===== src/rtl/instr_fetch_unit_if.sv =====
// Fetch-stage bus: imem load port, run control and redirect inputs, PC and instruction outputs.
// master = sequencer/testbench side, slave = instr_fetch_unit.
interface instr_fetch_unit_if #(
    parameter int XLEN = 32,
    parameter int AW   = 6
);
    logic            load_en;
    logic [AW-1:0]   load_addr;
    logic [31:0]     load_data;
    logic            start;
    logic            stall;
    logic            pc_src;
    logic [XLEN-1:0] pc_target;
    logic [XLEN-1:0] pc;
    logic [XLEN-1:0] pc_plus4;
    logic [31:0]     instr;
    logic [6:0]      op;
    logic            instr_valid;
    logic            halted;
    logic            fault;

    modport master (
        output load_en, load_addr, load_data, start, stall, pc_src, pc_target,
        input  pc, pc_plus4, instr, op, instr_valid, halted, fault
    );

    modport slave (
        input  load_en, load_addr, load_data, start, stall, pc_src, pc_target,
        output pc, pc_plus4, instr, op, instr_valid, halted, fault
    );
endinterface


===== src/rtl/instr_fetch_unit.sv =====
// Fetch stage: PC register, word-addressed instruction memory with zero-latency read,
// and a load/run/halt/fault sequencer.
//
// state   | meaning
// --------+-----------------------------------------------------------
// S_IDLE  | program loading allowed; waiting for start
// S_RUN   | fetching imem[pc] every cycle, PC advances/redirects
// S_HALT  | EBREAK retired; sticky until reset
// S_FAULT | misaligned redirect or out-of-range fetch; sticky until reset
module instr_fetch_unit #(
    parameter int              XLEN       = 32,
    parameter int              IMEM_DEPTH = 64,
    parameter logic [XLEN-1:0] RESET_PC   = '0
) (
    input  logic              clk_i,
    input  logic              rst_ni,
    instr_fetch_unit_if.slave bus
);
    localparam int              AW         = $clog2(IMEM_DEPTH);
    localparam logic [31:0]     NOP        = 32'h0000_0013;
    localparam logic [31:0]     EBREAK     = 32'h0010_0073;
    localparam logic [XLEN-1:0] IMEM_BYTES = XLEN'(4 * IMEM_DEPTH);

    typedef enum logic [1:0] {
        S_IDLE,
        S_RUN,
        S_HALT,
        S_FAULT
    } state_e;

    state_e          state_q, state_d;
    logic [XLEN-1:0] pc_q, pc_d;
    logic [31:0]     imem_q [IMEM_DEPTH];
    logic [31:0]     fetch_word;
    logic            in_range;
    logic            running;
    logic            imem_we;

    assign running    = (state_q == S_RUN);
    assign in_range   = (pc_q < IMEM_BYTES);
    assign fetch_word = imem_q[pc_q[2 +: AW]];
    assign imem_we    = (state_q == S_IDLE) && bus.load_en;

    // Memory contents survive reset so a program can be restarted without reloading.
    always_ff @(posedge clk_i) begin
        if (imem_we) begin
            imem_q[bus.load_addr] <= bus.load_data;
        end
    end

    always_ff @(posedge clk_i) begin
        if (!rst_ni) begin
            state_q <= S_IDLE;
            pc_q    <= RESET_PC;
        end else begin
            state_q <= state_d;
            pc_q    <= pc_d;
        end
    end

    always_comb begin
        state_d = state_q;
        pc_d    = pc_q;
        unique case (state_q)
            S_IDLE: begin
                if (bus.start) begin
                    state_d = S_RUN;
                    pc_d    = RESET_PC;
                end
            end
            S_RUN: begin
                // Out-of-range fetch faults even under stall and before EBREAK decode.
                if (!in_range) begin
                    state_d = S_FAULT;
                end else if (bus.stall) begin
                    pc_d = pc_q;
                end else if (fetch_word == EBREAK) begin
                    state_d = S_HALT;
                end else if (bus.pc_src && (bus.pc_target[1:0] != 2'b00)) begin
                    state_d = S_FAULT;
                end else if (bus.pc_src) begin
                    pc_d = bus.pc_target;
                end else begin
                    pc_d = pc_q + XLEN'(4);
                end
            end
            S_HALT:  state_d = S_HALT;
            S_FAULT: state_d = S_FAULT;
            default: state_d = S_IDLE;
        endcase
    end

    always_comb begin
        bus.pc          = pc_q;
        bus.pc_plus4    = pc_q + XLEN'(4);
        bus.instr       = NOP;
        bus.instr_valid = 1'b0;
        bus.halted      = (state_q == S_HALT);
        bus.fault       = (state_q == S_FAULT);
        if (running && in_range) begin
            bus.instr       = fetch_word;
            bus.instr_valid = 1'b1;
        end
        bus.op = bus.instr[6:0];
    end
endmodule


===== src/flat_wrapper.sv =====
// flat-port wrapper written by rule: the top's interface ports become plain ports
module instr_fetch_unit_flat 
#(
    parameter int              XLEN       = 32,
    parameter int              IMEM_DEPTH = 64,
    parameter logic [XLEN-1:0] RESET_PC   = '0
)
  (clk_i, rst_ni, bus_load_en, bus_load_addr, bus_load_data, bus_start, bus_stall, bus_pc_src, bus_pc_target, bus_pc, bus_pc_plus4, bus_instr, bus_op, bus_instr_valid, bus_halted, bus_fault);
  instr_fetch_unit_if #(.XLEN(XLEN), .AW(6)) bus_i ();
  input  logic clk_i;
  input  logic rst_ni;
  input wire logic [$bits(bus_i.load_en)-1:0] bus_load_en;
  input wire logic [$bits(bus_i.load_addr)-1:0] bus_load_addr;
  input wire logic [$bits(bus_i.load_data)-1:0] bus_load_data;
  input wire logic [$bits(bus_i.start)-1:0] bus_start;
  input wire logic [$bits(bus_i.stall)-1:0] bus_stall;
  input wire logic [$bits(bus_i.pc_src)-1:0] bus_pc_src;
  input wire logic [$bits(bus_i.pc_target)-1:0] bus_pc_target;
  output wire logic [$bits(bus_i.pc)-1:0] bus_pc;
  output wire logic [$bits(bus_i.pc_plus4)-1:0] bus_pc_plus4;
  output wire logic [$bits(bus_i.instr)-1:0] bus_instr;
  output wire logic [$bits(bus_i.op)-1:0] bus_op;
  output wire logic [$bits(bus_i.instr_valid)-1:0] bus_instr_valid;
  output wire logic [$bits(bus_i.halted)-1:0] bus_halted;
  output wire logic [$bits(bus_i.fault)-1:0] bus_fault;
  assign bus_i.load_en = bus_load_en;
  assign bus_i.load_addr = bus_load_addr;
  assign bus_i.load_data = bus_load_data;
  assign bus_i.start = bus_start;
  assign bus_i.stall = bus_stall;
  assign bus_i.pc_src = bus_pc_src;
  assign bus_i.pc_target = bus_pc_target;
  assign bus_pc = bus_i.pc;
  assign bus_pc_plus4 = bus_i.pc_plus4;
  assign bus_instr = bus_i.instr;
  assign bus_op = bus_i.op;
  assign bus_instr_valid = bus_i.instr_valid;
  assign bus_halted = bus_i.halted;
  assign bus_fault = bus_i.fault;
  instr_fetch_unit #(.XLEN(XLEN), .IMEM_DEPTH(IMEM_DEPTH), .RESET_PC(RESET_PC)) u_core (.clk_i(clk_i), .rst_ni(rst_ni), .bus(bus_i));
endmodule

===== config.mk =====
export PLATFORM = sky130hd
export DESIGN_NAME = instr_fetch_unit_flat
export DESIGN_NICKNAME = d
export VERILOG_FILES = /design/src/rtl/instr_fetch_unit_if.sv /design/src/rtl/instr_fetch_unit.sv /design/src/flat_wrapper.sv
export SDC_FILE = /design/constraint.sdc
export NUM_CORES = 2
export LEC_CHECK = 0
export ABC_CLOCK_PERIOD_IN_PS = 4500
export BUFFER_PORTS_ARGS = -buffer_cell sky130_fd_sc_hd__buf_2
export CAP_MARGIN = 30
export CORE_MARGIN = 2
export CORE_UTILIZATION = 30
export CTS_CLUSTER_DIAMETER = 150
export CTS_CLUSTER_SIZE = 24
export DETAILED_ROUTE_END_ITERATION = 10
export PLACE_DENSITY_LB_ADDON = 0.2
export SYNTH_ARGS = -nofsm -noshare
export SYNTH_HDL_FRONTEND = slang
export SYNTH_SLANG_ARGS = --single-unit

===== constraint.sdc =====
create_clock -name clk_i -period 4.5 [get_ports clk_i]
set_clock_uncertainty 0.2 [all_clocks]
set_input_delay 0.225 -clock clk_i [delete_from_list [all_inputs] [get_ports clk_i]]
set_output_delay 0.225 -clock clk_i [all_outputs]
set_load 0.02 [all_outputs]

==> reports/qor.yml <==
finish:
  syn_to_final_growth_pct: 18.83
  final_nets: 4880
  fillers: 25130
  final_layout_size_suffix_gt1_frac: 0.2990
  layout_commonest_cell: "edfxtp_1"
  final_cell_mix: "2048 x edfxtp_1, 438 x buf_4, 397 x mux2i_1, 343 x mux4_2, 181 x buf_2"
  final_util: 0.3580
logic_synthesis:
  synth-edff-count: 2048
  ys_seq_elements: 2088
  synth.net_count: 4137
  netlist_area_um2: 81510
  synth_cells: 4060
  syn_area_per_cell_um2: 20.08
  synth_cell_type_count: 75
  yosysSeqAreaShare: 0.7643
  synth_warnings: 0
  synthFlopType: "edfxtp_1"
  ys_async_sr_fraction: 0
route:
  drtIter0Drc: 5981
  finalWirelength_um: 305300
  drtPass1Iterations: 5
  avgRoutedWirePerCell_um: 36.32
  detail-route-antenna-nets: 0
  via_count: 46200
  drc: 0
  viasPerCell: 5.496
setup_path:
  critPathTopFamily: "simple AND/OR/NAND/NOR gates"
  arrival_ns: 5.14
  cp_max_fo: 18
  reg2reg_slack_ns: -0.12
  cp_num_buf_inv: 7
  cp_cell_sequence: "buf_12 > nand2_1 > nor2_1 > a21boi_0 > buf_4 > a2111oi_4 > buf_4 > nand4_1 > buf_4 > and3_1 > nand4_1 > buf_4 > o41a_4 > nor2b_4 > buf_12 > buf_16 > o2bb2ai_2"
  cp_slowest_cell: "dfxtp_4"
  crit_required_ns: 5.02
  worst_setup_path_start_kind: "flip-flop"
  crit_top_cell: "buf_4"
  critical_path_class: "flip-flop to flip-flop"
  worstSetupEndpointType: "flip-flop"
  slowest_delay_ns: 0.50
pwr:
  peakVddDrop_mv: 0.2967
  power_mw: 32.71
  leakagePower_nw: 29.69
  powerDensity_nw_per_um2: 337.7
floorplan:
  die_w_um: 525.3
  start_util: 0.3013
  fp.dieH_um: 525.3
  io_pins: 182
  design.die.area_um2: 275900
  core_area_um2: 270500
  num_rows: 191
global_route:
  grt_max_degree: 65
  grt.total_usage: 0.2148
  grt_pass1_vias: 44600
  antenna_found_initial: 20
  grt-ovfl-total: 0
  grt_pass1_wl_um: 405200
clock_network:
  htreeDepth: 3
  cts_made_buffers: 97
  clk_pin_slew_ns: 0.10
  clock_sinks: 2088
  clk_latency_ns: 0.80
  clock_path_buffers: 3
  cts_root_buf: "clkbuf_16"
  cts_tree: "yes"
sta:
  layout_setup_ws_ns: -0.1225
  slew_headroom: 0.3037
  setup_viol: 30
  finalCriticalPeriod_ns: 4.622
  rsz0062_at_grt: "true"
  fmax_mhz: 216.3
  tightest_slew_ns: 1.041
  slew_violations: 0
  min_period_over_period: 1.027
  final_hold_viol_count: 0
placement:
  gp_congestion: 0.8208
  io_buffers: 181
  dp_hpwl_um: 181900
status:
  status: "complete, but fails checks"
  violations: "setup timing"
flow_run:
  cap_violations: 0
worst_hold_path:
  hold_path.class: "input pin to flip-flop"
## metrics by stage
stage               area, µm²  TNS [ns]  worst slack (ns)  instances  hold WS (ns)
detailed placement      91110    -18.00           -0.5544       8052        0.2997
global placement        90830    -18.30           -0.5897       8036        0.2940
floorplan               81510         0            0.6383       4060        0.1239
finish                  96860    -2.313           -0.1225       8407       0.02619
CTS                     95730   -0.8382          -0.05399       8322      0.005243
global route            96840    -2.826           -0.1374       8401       0.01941
## worst paths after layout
| kind | from | to | cells after the start |
|---|---|---|---|
| max reg2reg | flip-flop | u_core.bus.pc[10] | 17 |
| min | bus_load_data[16] | u_core.imem_q[22][16] | 2 |
| max | flip-flop | u_core.bus.pc[10] | 17 |
| min reg2reg | u_core.bus.pc[1] | u_core.bus.pc[1] | 2 |
## where the power goes
group / switching (mW) / total, mW / internal (mW)
Combinational: 0.787 / 1.17 / 0.383
Clock: 6.11 / 10.2 / 4.04
Sequential: 0.0198 / 21.4 / 21.4
Total: 6.92 / 32.7 / 25.8
## repair_timing
item | 4_1_cts | 5_1_grt
pin swaps | 11 | 22
cloned | 9 | 4
hold endpoints to repair | 1911 | 0
buffers inserted | 61 | 67
hold buffers | 74 | 0
setup endpoints to repair | 66 | 42
resized for setup | 83 | 63
## kinds of logic (layout without fill, tap and decap cells)
group | Yosys count | after routing | share of synthesized area
flip-flops | 2088 | 2088 | 0.7643
AND/OR/NAND/NOR | 529 | 529 | 0.03145
multiplexers | 753 | 753 | 0.1452
XOR/XNOR | 28 | 28 | 0.003009
adder cells (fa/ha/maj) | 1 | 1 | 0.0001535
AO/OA/AOI/OAI | 419 | 419 | 0.03842
other | 0 | 7 | 0
buffers and inverters | 242 | 1012 | 0.01744
## worst reg2reg max path: stages, from the launching register on
cell and delay (ns):
dfxtp_4 0.50, buf_12 0.24, nand2_1 0.35, nor2_1 0.28, a21boi_0 0.29, buf_4 0.22
a2111oi_4 0.06, buf_4 0.17, nand4_1 0.08, buf_4 0.15, and3_1 0.15, nand4_1 0.48
buf_4 0.36, o41a_4 0.47, nor2b_4 0.16, buf_12 0.14, buf_16 0.14, o2bb2ai_2 0.10
## layout make-up
cell class / count / area, µm² / area share
Antenna cell: 7 / 17.52 / 0.0001809
Timing Repair Buffer: 875 / 8626 / 0.08906
Multi-Input combinational cell: 1730 / 18720 / 0.1933
Clock inverter: 7 / 100.1 / 0.001033
Clock buffer: 119 / 2552 / 0.02635
Tap cell: 3570 / 4467 / 0.04612
Inverter: 11 / 47.55 / 0.0004909
Sequential cell: 2088 / 62320 / 0.6435
## synthesized netlist by cell type, types with 5 or more instances
cell	number	area, µm²
edfxtp_1	2048	61500
mux2i_1	404	4044
mux4_2	343	7725
nor2_1	160	600.6
a22oi_1	121	908.4
nand2_1	109	409.1
nand3_1	85	425.4
o22ai_1	77	481.7
buf_2	76	380.4
clkbuf_1	72	270.3
dfxtp_1	40	800.8
o21ai_0	39	195.2
buf_4	33	247.7
buf_6	29	326.6
a21oi_1	28	140.1
nor3_1	28	140.1
nand4_1	25	156.4
and2_1	22	137.6
o2bb2ai_2	20	300.3
xnor2_1	20	175.2
a221oi_1	19	166.4
nor2b_1	19	118.9
nor4_1	18	112.6
buf_1	16	60.06
and3_1	15	93.84
o211ai_1	14	105.1
a31oi_1	13	81.33
nand2b_1	12	75.07
o221ai_1	12	105.1
a211oi_1	11	82.58
inv_1	9	33.78
xor2_1	8	70.07
o2bb2ai_1	7	61.31
mux2_2	6	67.56
o32ai_1	6	52.55
a2111oi_0	5	43.79
a22o_1	5	43.79
a311oi_1	5	43.79
a32oi_1	5	43.79
o21ai_1	5	25.02
or3_1	5	31.28
## sequential cells by signal, summed over array words and instances, names as in the netlist, named ones only
signal and count:
u_core.bus.pc 32, u_core.imem_q 2048, u_core.state_q 2
## routing by layer
layer / vias to the layer above / GRT usage / wire length [µm] / share of wire
li1: 18210 / - / - / -
met2: 1989 / 0.3529 / 145600 / 0.48
met4: 10 / 0.06442 / 10890 / 0.036
met3: 389 / 0.02866 / 20210 / 0.066
met1: 25600 / 0.2961 / 128600 / 0.42
met5: - / 0 / 63 / 0.00021
(Power assumes the default switching activity.)
